### config.mk
export PLATFORM = sky130hd
export DESIGN_NAME = mem_ref_sequencer_flat
export DESIGN_NICKNAME = d
export VERILOG_FILES = /design/src/rtl/mem_ref_sequencer_pkg.sv /design/src/rtl/mem_ref_sequencer_if.sv /design/src/rtl/mem_ref_sequencer_mem_wait_timer.sv /design/src/rtl/mem_ref_sequencer.sv /design/src/flat_wrapper.sv
export SDC_FILE = /design/constraint.sdc
export NUM_CORES = 1
export LEC_CHECK = 0
export CORE_UTILIZATION = 46
export CTS_CLUSTER_SIZE = 30
export DETAILED_ROUTE_END_ITERATION = 7
export PLACE_DENSITY = 0.8
export SYNTH_ARGS = -nofsm -noshare
export SYNTH_HDL_FRONTEND = slang
export SYNTH_SLANG_ARGS = --single-unit
### constraint.sdc
create_clock -name clock -period 2.1 [get_ports clock]
set_input_delay 0.63 -clock clock [delete_from_list [all_inputs] [get_ports clock]]
set_output_delay 0.63 -clock clock [all_outputs]
set_load 0.02 [all_outputs]
### src/rtl/mem_ref_sequencer_pkg.sv
// Shared definitions for the memory-reference sequencer: DataPath strobe bit
// indices, default opcodes and the control-step state encoding.
package mem_ref_sequencer_pkg;

  localparam int CTRL_W = 20;

  localparam int CTRL_PCOUT    = 0;
  localparam int CTRL_MARIN    = 1;
  localparam int CTRL_INCPC    = 2;
  localparam int CTRL_ZLOWIN   = 3;
  localparam int CTRL_ZLOWOUT  = 4;
  localparam int CTRL_PCIN     = 5;
  localparam int CTRL_READ     = 6;
  localparam int CTRL_MDRIN    = 7;
  localparam int CTRL_MD_READ  = 8;
  localparam int CTRL_MDROUT   = 9;
  localparam int CTRL_IRIN     = 10;
  localparam int CTRL_GRB      = 11;
  localparam int CTRL_BAOUT    = 12;
  localparam int CTRL_YIN      = 13;
  localparam int CTRL_CSIGNOUT = 14;
  localparam int CTRL_ADD      = 15;
  localparam int CTRL_GRA      = 16;
  localparam int CTRL_RIN      = 17;
  localparam int CTRL_ROUT     = 18;
  localparam int CTRL_WRITE    = 19;

  localparam logic [4:0] OPC_LD  = 5'b00000;
  localparam logic [4:0] OPC_LDI = 5'b00001;
  localparam logic [4:0] OPC_ST  = 5'b00010;

  localparam logic [3:0] STEP_NONE = 4'd15;

  typedef enum logic [3:0] {
    ST_IDLE,
    ST_T0, ST_T1, ST_T2, ST_T3, ST_T4, ST_T5, ST_T6, ST_T7, ST_T8,
    ST_ERROR
  } seq_state_t;

  function automatic logic [CTRL_W-1:0] ctrl_bit(input int idx);
    return CTRL_W'(1) << idx;
  endfunction

endpackage

### src/rtl/mem_ref_sequencer_if.sv
// Bundle between the sequencer (master) and the DataPath/memory side (slave).
interface mem_ref_sequencer_if #(
  parameter int OPCODE_W = 5
);
  import mem_ref_sequencer_pkg::*;

  logic                run;
  logic [OPCODE_W-1:0] opcode;
  logic                mem_ready;
  logic [CTRL_W-1:0]   ctrl;
  logic [3:0]          step;
  logic                instr_done;
  logic                illegal_op;
  logic                bus_error;
  logic                busy;

  modport master (
    input  run, opcode, mem_ready,
    output ctrl, step, instr_done, illegal_op, bus_error, busy
  );

  modport slave (
    output run, opcode, mem_ready,
    input  ctrl, step, instr_done, illegal_op, bus_error, busy
  );

endinterface

### src/rtl/mem_ref_sequencer_mem_wait_timer.sv
// Counts consecutive not-ready cycles of a memory wait step and flags the
// cycle in which one more wait would exceed wait_max.
module mem_wait_timer #(
  parameter int WAIT_MAX = 8
) (
  input  logic clock,
  input  logic clear,
  input  logic active,
  input  logic ready,
  output logic timeout
);

  logic [7:0] count_q;

  // Held at zero outside wait steps, so every wait step starts from zero
  always_ff @(posedge clock or negedge clear) begin
    if (!clear) begin
      count_q <= '0;
    end else if (active && !ready) begin
      count_q <= count_q + 8'd1;
    end else begin
      count_q <= '0;
    end
  end

  assign timeout = active && !ready && (count_q == 8'(WAIT_MAX - 1));

endmodule

### src/rtl/mem_ref_sequencer.sv
// Moore control-step sequencer for ld/ldi/st: fetch, decode and execute with
// memory wait states, wait timeout trapping and illegal-opcode detection.
module mem_ref_sequencer
  import mem_ref_sequencer_pkg::*;
#(
  parameter int                  OPCODE_W = 5,
  parameter logic [OPCODE_W-1:0] OP_LD    = OPCODE_W'(OPC_LD),
  parameter logic [OPCODE_W-1:0] OP_LDI   = OPCODE_W'(OPC_LDI),
  parameter logic [OPCODE_W-1:0] OP_ST    = OPCODE_W'(OPC_ST),
  parameter int                  WAIT_MAX = 8
) (
  input  logic                 clock,
  input  logic                 clear,
  mem_ref_sequencer_if.master  bus
);

  seq_state_t          state_q, state_d;
  logic [OPCODE_W-1:0] op_q;
  logic                is_ld, is_ldi, is_st, op_legal;
  logic                in_wait, timeout;
  seq_state_t          end_state;

  logic [CTRL_W-1:0]   ctrl_c;
  logic [3:0]          step_c;
  logic                done_c, illegal_c;

  assign is_ld    = (op_q == OP_LD);
  assign is_ldi   = (op_q == OP_LDI);
  assign is_st    = (op_q == OP_ST);
  assign op_legal = (bus.opcode == OP_LD) || (bus.opcode == OP_LDI) || (bus.opcode == OP_ST);
  assign in_wait  = (state_q == ST_T1) || (state_q == ST_T7 && is_ld) || (state_q == ST_T8 && is_st);
  assign end_state = bus.run ? ST_T0 : ST_IDLE;

  mem_wait_timer #(.WAIT_MAX(WAIT_MAX)) u_timer (
    .clock   (clock),
    .clear   (clear),
    .active  (in_wait),
    .ready   (bus.mem_ready),
    .timeout (timeout)
  );

  // Opcode is captured on leaving T3 so later IR changes cannot redirect execution
  always_ff @(posedge clock or negedge clear) begin
    if (!clear) begin
      state_q <= ST_IDLE;
      op_q    <= '0;
    end else begin
      state_q <= state_d;
      if (state_q == ST_T3) op_q <= bus.opcode;
    end
  end

  always_comb begin
    state_d = state_q;
    unique case (state_q)
      ST_IDLE:  state_d = bus.run ? ST_T0 : ST_IDLE;
      ST_T0:    state_d = ST_T1;
      ST_T1:    state_d = timeout ? ST_ERROR : (bus.mem_ready ? ST_T2 : ST_T1);
      ST_T2:    state_d = ST_T3;
      ST_T3:    state_d = op_legal ? ST_T4 : end_state;
      ST_T4:    state_d = ST_T5;
      ST_T5:    state_d = ST_T6;
      ST_T6:    state_d = is_ldi ? end_state : ST_T7;
      ST_T7: begin
        if (is_ld) state_d = timeout ? ST_ERROR : (bus.mem_ready ? ST_T8 : ST_T7);
        else       state_d = ST_T8;
      end
      ST_T8: begin
        if (is_st) state_d = timeout ? ST_ERROR : (bus.mem_ready ? end_state : ST_T8);
        else       state_d = end_state;
      end
      ST_ERROR: state_d = ST_ERROR;
      default:  state_d = ST_IDLE;
    endcase
  end

  // Strobes depend only on registered state; the two flag pulses also look at
  // the T3 opcode and the ST write acknowledge
  always_comb begin
    ctrl_c    = '0;
    step_c    = STEP_NONE;
    done_c    = 1'b0;
    illegal_c = 1'b0;
    unique case (state_q)
      ST_T0: begin
        step_c = 4'd0;
        ctrl_c = ctrl_bit(CTRL_PCOUT) | ctrl_bit(CTRL_MARIN) | ctrl_bit(CTRL_INCPC) | ctrl_bit(CTRL_ZLOWIN);
      end
      ST_T1: begin
        step_c = 4'd1;
        ctrl_c = ctrl_bit(CTRL_ZLOWOUT) | ctrl_bit(CTRL_PCIN) | ctrl_bit(CTRL_READ)
               | ctrl_bit(CTRL_MD_READ) | ctrl_bit(CTRL_MDRIN);
      end
      ST_T2: begin
        step_c = 4'd2;
        ctrl_c = ctrl_bit(CTRL_MDROUT) | ctrl_bit(CTRL_IRIN);
      end
      ST_T3: begin
        step_c    = 4'd3;
        illegal_c = !op_legal;
      end
      ST_T4: begin
        step_c = 4'd4;
        ctrl_c = ctrl_bit(CTRL_GRB) | ctrl_bit(CTRL_BAOUT) | ctrl_bit(CTRL_YIN);
      end
      ST_T5: begin
        step_c = 4'd5;
        ctrl_c = ctrl_bit(CTRL_CSIGNOUT) | ctrl_bit(CTRL_ADD) | ctrl_bit(CTRL_ZLOWIN);
      end
      ST_T6: begin
        step_c = 4'd6;
        if (is_ldi) begin
          ctrl_c = ctrl_bit(CTRL_ZLOWOUT) | ctrl_bit(CTRL_GRA) | ctrl_bit(CTRL_RIN);
          done_c = 1'b1;
        end else begin
          ctrl_c = ctrl_bit(CTRL_ZLOWOUT) | ctrl_bit(CTRL_MARIN);
        end
      end
      ST_T7: begin
        step_c = 4'd7;
        if (is_ld) ctrl_c = ctrl_bit(CTRL_READ) | ctrl_bit(CTRL_MD_READ) | ctrl_bit(CTRL_MDRIN);
        else       ctrl_c = ctrl_bit(CTRL_GRA) | ctrl_bit(CTRL_ROUT) | ctrl_bit(CTRL_MDRIN);
      end
      ST_T8: begin
        step_c = 4'd8;
        if (is_st) begin
          ctrl_c = ctrl_bit(CTRL_WRITE);
          done_c = bus.mem_ready;
        end else begin
          ctrl_c = ctrl_bit(CTRL_MDROUT) | ctrl_bit(CTRL_GRA) | ctrl_bit(CTRL_RIN);
          done_c = 1'b1;
        end
      end
      default: begin
        step_c = STEP_NONE;
      end
    endcase
  end

  assign bus.ctrl       = ctrl_c;
  assign bus.step       = step_c;
  assign bus.instr_done = done_c;
  assign bus.illegal_op = illegal_c;
  assign bus.bus_error  = (state_q == ST_ERROR);
  assign bus.busy       = (state_q != ST_IDLE) && (state_q != ST_ERROR);

endmodule

### src/flat_wrapper.sv
// flat-port wrapper written by rule: the top's interface ports become plain ports
module mem_ref_sequencer_flat import mem_ref_sequencer_pkg::*;
#(
  parameter int                  OPCODE_W = 5,
  parameter logic [OPCODE_W-1:0] OP_LD    = OPCODE_W'(OPC_LD),
  parameter logic [OPCODE_W-1:0] OP_LDI   = OPCODE_W'(OPC_LDI),
  parameter logic [OPCODE_W-1:0] OP_ST    = OPCODE_W'(OPC_ST),
  parameter int                  WAIT_MAX = 8
)
  (clock, clear, bus_run, bus_opcode, bus_mem_ready, bus_ctrl, bus_step, bus_instr_done, bus_illegal_op, bus_bus_error, bus_busy);
  mem_ref_sequencer_if #(.OPCODE_W(OPCODE_W)) bus_i ();
  input  logic clock;
  input  logic clear;
  input wire logic [$bits(bus_i.run)-1:0] bus_run;
  input wire logic [$bits(bus_i.opcode)-1:0] bus_opcode;
  input wire logic [$bits(bus_i.mem_ready)-1:0] bus_mem_ready;
  output wire logic [$bits(bus_i.ctrl)-1:0] bus_ctrl;
  output wire logic [$bits(bus_i.step)-1:0] bus_step;
  output wire logic [$bits(bus_i.instr_done)-1:0] bus_instr_done;
  output wire logic [$bits(bus_i.illegal_op)-1:0] bus_illegal_op;
  output wire logic [$bits(bus_i.bus_error)-1:0] bus_bus_error;
  output wire logic [$bits(bus_i.busy)-1:0] bus_busy;
  assign bus_i.run = bus_run;
  assign bus_i.opcode = bus_opcode;
  assign bus_i.mem_ready = bus_mem_ready;
  assign bus_ctrl = bus_i.ctrl;
  assign bus_step = bus_i.step;
  assign bus_instr_done = bus_i.instr_done;
  assign bus_illegal_op = bus_i.illegal_op;
  assign bus_bus_error = bus_i.bus_error;
  assign bus_busy = bus_i.busy;
  mem_ref_sequencer #(.OPCODE_W(OPCODE_W), .OP_LD(OP_LD), .OP_LDI(OP_LDI), .OP_ST(OP_ST), .WAIT_MAX(WAIT_MAX)) u_core (.clock(clock), .clear(clear), .bus(bus_i));
endmodule
Word-level counts from Yosys, hierarchy flattened. Cells that the tools add are included.

$add $sub $neg: 1. Equality and inequality tests: 16. Multiplexer cells: 22. Reduce and logical (&&, ||, !) cells: 15.

Operators by type and width (count): $pmux 20 s8 (1); $pmux 4 s11 (1); $pmux 4 s9 (1); $mux 4 (8); $mux 20 (1); $mux 19 (1); $mux 18 (1); $eq 4x3->1 const B (4); $eq 4x4->1 const B (3); $eq 5x1->1 const B (2); $eq 5x2->1 const B (2); $logic_not 5->1 (2); $add 8x1->8 const B (1); $eq 4x2->1 const B (2); $eq 8x3->1 const B (1); $mux 8 (1); $mux 1 (6); $logic_and 1x1->1 (5); $eq 4x1->1 const B (1); $logic_not 4->1 (1); $logic_or 1x1->1 (4); $ne 4x4->1 const B (1); $reduce_bool 4->1 (1); $logic_not 1->1 (2); $pmux 1 s2 (1).

Bits in registers: 17. Input bits: 9. Output and inout port bits: 28. Word-level logic and storage cells: 57.

Logic depth before layout (Yosys ltp).
Depth in word-level cells: 9. Depth in mapped cells: 5. Gate-level depth less buffers: 4.

By module. A second synthesis with hierarchy kept.

Cell total of the unflattened synthesis: 149. Area total of the unflattened synthesis: 1338.8 um^2.

By module, submodules not included: mem_ref_sequencer (instances 1, cells each 112, area an instance 940.9 um^2); mem_wait_timer (instances 1, cells each 37, area an instance 397.9 um^2).

Worst setup path after synthesis. Ideal clock, no wire load.

Path kind: reg-to-output. Start: register u_core.state_q[2]. End: output port bus_ctrl[16]. Data arrival time: 1.801 ns. Required time: 1.470 ns. Setup slack: -0.331 ns. Cell stages (with the launch flop): 5. Path buffers: 1. Cell sequence: dfrtp_1 > clkbuf_1 > nand2b_1 > nor4_1 > a21o_1.

Cells in the longest elaborated chain, start to end: 2. Elaborated cells on any way between the ends: 9.

Ends and longest elaborated chain: start, declared (RTL line mem_ref_sequencer.sv:17) `seq_state_t state_q, state_d;`; start signal, assigned (RTL line mem_ref_sequencer.sv:48) `state_q <= state_d;`; $eq 4x4->1, or another cell as far along (RTL line mem_ref_sequencer.sv:84) `unique case (state_q)`; $pmux 20 s8 (*) (RTL line mem_ref_sequencer.sv:84); end, declared (RTL line flat_wrapper.sv:17) `output wire logic [$bits(bus_i.ctrl)-1:0] bus_ctrl;`.

Mark *: on every way between the ends. The rest lies on a longest branch, timed or not.

Worst setup path after layout.
Start: register u_core.op_q[3]. End: output port bus_ctrl[6].

Cells in the longest elaborated chain, start to end: 3.

Ends and longest elaborated chain: start, declared (RTL line mem_ref_sequencer.sv:18) `logic [OPCODE_W-1:0] op_q;`; start signal, assigned (RTL line mem_ref_sequencer.sv:49) `if (state_q == ST_T3) op_q <= bus.opcode;`; $logic_not 5->1 (RTL line mem_ref_sequencer.sv:27) `assign is_ld = (op_q == OP_LD);`; $mux 19 (RTL line mem_ref_sequencer.sv:121) `if (is_ld) ctrl_c = ctrl_bit(CTRL_READ) | ctrl_bit(CTRL_MD_READ) | ctrl_bit(CTRL_MDRIN);`; $pmux 20 s8 (RTL line mem_ref_sequencer.sv:84).

Every way passes these cells.

==> reports/qor.yml <==
detailed_routing:
  num_vias: 1521
  first_pass_iters: 4
  viasPerCell: 6.01
  wl_mm: 4.87
  drtIter0Drc: 60
  ant_nets: 0
  wire_per_inst_um: 19.2
  drc_errors: 0
worst_setup_path:
  critical_path.endpoint_type: "primary output"
  cp.required_ps: 1470
  cp.depth: 5
  cp_max_fo: 3
  critPathSlowestCell: "dfrtp_2"
  reg2reg_from: "u_core.op_q[3]"
  cp_top_family: "simple AND/OR/NAND/NOR gates"
  worst-setup-path-type: "flop to primary output"
  crit_chain: "nor4_4, and2_4, nand3b_1, a21oi_4, buf_4"
  slowest_delay_ps: 460
  crit_path_start_kind: "flop"
  worst-endpoint-arrival_ps: 1780
  crit_path_start: "u_core.op_q[3]"
  r2r.worst_path.cells: 8
  path_buf_inv: 1
cells_and_area:
  fillers: 119
  drive_gt1_frac: 0.610
  regArea_um2: 432
  stdcell_area_um2: 2200
  final_nets: 234
  multi_input_area_um2: 920
  area_growth_pct: 83.0
  antenna_cells: 0
  final_cell_count_no_fill: 253
  final_util: 0.886
cts:
  cts_htree_levels: 1
  cts_tree: "built"
  cts_buffer_depth: 2
  clock_latency_ps: 310
  numCtsBuffers: 3
  cts_root_buf: "clkbuf_4"
  clkSlewWorstSetupHoldPaths_ps: 110
  cts_sinks: 17
run_status:
  violations: "setup timing"
  outcome: "finished, violations left"
place:
  place_congestion: 0.840
  postPlaceCellArea_um2: 1830
  portBuffers: 36
  dp_cells: 234
  dp_slack_ps: -759
  place_hpwl_mm: 2.65
sta:
  whs_ps: 466
  slew_headroom: 0.772
  timing.final.crit_share: 1.15
  drv_slew: 0
  period_minus_slack_ps: 2410
  skew_ps: 5.47
  fin_ws_ps: -308
  rsz0062_at_grt: "true"
  fin_tns_setup_ps: -3440
  worstMarginPinSlew_ps: 339
  fmax_mhz: 415
  setup_viol: 23
  hold_viol_final: 0
global_route:
  overflow: 0
  first_global_vias: 1375
  gr-usage-all-layers: 0.296
  grt_max_degree: 18
  antenna_found_initial: 0
  grt_first_pass_wirelength_mm: 5.97
die:
  num_rows: 18
  ioPinCount: 37
  dieArea_um2: 2820
  start_util: 0.484
  die_w_um: 53.1
  die_h_um: 53.1
  coreArea_um2: 2480
power_and_ir_drop:
  power.density_nw_per_um2: 1670
  ir_worst_vdd_v: 0.00147
  power.total_mw: 3.67
  power_leakage_nw: 1.02
yosys:
  syn_area_per_cell_um2: 8.39
  synthesis.area_um2: 1200
  synthesis.nets: 153
  synth.mux.area_fraction: 0.0365
  ys_seq_area_frac: 0.355
  synth-edff-count: 0
  yosysWarningCount: 0
  synth-simple-area-share: 0.338
  syn_inst: 143
  synthAdderAreaFrac: 0.0104
  synth-xor-area-share: 0.0730
  synth_ff_type: "dfrtp_1"
  synth_top_family_by_area: "simple AND/OR/NAND/NOR gates"
  synth_compound_area_frac: 0.116
  async_flop_share: 1.00
  synth_seq_cells: 17
  ys_types: 43
min_path:
  hp-class: "flop to flop"
  hold_start: "u_core.u_timer.count_q[0]"
  hold_depth: 1
job:
  cap_violations: 0
## final timing paths
kind,end,slack [ps]
hold reg to reg,u_core.u_timer.count_q[0],470
setup / recovery,bus_ctrl[6],-310
hold / removal,u_core.u_timer.count_q[0],470
min in group asynchronous,u_core.state_q[0],620
setup reg to reg,u_core.state_q[0],-30
max in group asynchronous,u_core.state_q[3],1270
## cell usage after synthesis, types with 2 or more instances
master,n,area share
a211oi_1,2,0.013
or2_2,5,0.026
and3_1,3,0.016
nor3_1,2,0.0083
inv_1,5,0.016
a21o_1,2,0.013
nand2_1,8,0.025
nand2b_1,8,0.042
nor2_1,23,0.072
a21oi_1,6,0.025
or3_1,2,0.010
buf_2,3,0.013
dfrtp_1,17,0.35
clkbuf_1,4,0.013
nand3_1,6,0.025
nor4_1,3,0.016
xor2_1,6,0.044
xnor2_1,4,0.029
o21ai_0,3,0.013
mux2_2,3,0.028
buf_4,5,0.031
o22ai_1,2,0.010
## what timing repair did
| item | CTS | global route |
|---|---|---|
| endpoints found under the setup margin | 28 | 25 |
| hold endpoints to repair | 0 | 0 |
| gates resized for setup | 194 | 40 |
| buffers inserted | 9 | 6 |
| hold buffers | 0 | 0 |
| pin swaps | 15 | 8 |
## cells by family (layout without fill, tap and decap cells)
group           count (synthesis)  in the layout
mux                             4              4
flops                          17             17
simple gates                   73             73
compound gates                 21             21
buf+inv                        17             97
fa+ha+maj                       1              1
xor+xnor                       10             10
## registers in the layout, indices dropped and copies added, names as in the netlist
signal and cells:
u_core.u_timer.count_q 8, u_core.op_q 5, u_core.state_q 4
## cell usage in the layout (no fill, tap or decap), drive strengths merged, types with 2 or more instances in the layout
cell / n
o22ai: 2
nand2: 9
dfrtp: 17
o21ai: 3
or2: 5
a211oi: 2
and3: 3
or3: 2
nand3: 6
clkbuf: 3
nand2b: 8
nor4: 4
nor3: 3
inv: 5
xnor2: 4
and2: 2
a21o: 2
a21oi: 6
xor2: 6
buf: 84
mux2: 3
nor2: 23
clkdlybuf4s50: 3
## report_power, final
| group | switching (mW) | leakage [nW] | internal (mW) |
|---|---|---|---|
| Combinational | 1.47 | 0.787 | 1.46 |
| Clock | 0.120 | 0.0177 | 0.0713 |
| Sequential | 0.122 | 0.216 | 0.431 |
## layer usage
metal,vias up,GRT usage,wire length (um)
met5,-,0,0
met3,37,0.0402,338
li1,647,-,-
met2,104,0.559,2550
met1,733,0.325,1690
met4,0,0.123,294
## layout make-up
cell class | instances | area share
Multi-Input combinational cell | 109 | 0.419
Timing Repair Buffer | 88 | 0.346
Sequential cell | 17 | 0.197
Tap cell | 30 | 0.0171
Clock buffer | 3 | 0.0103
Inverter | 5 | 0.00855
Clock inverter | 1 | 0.00228
Power figures use the tool's default switching activity.
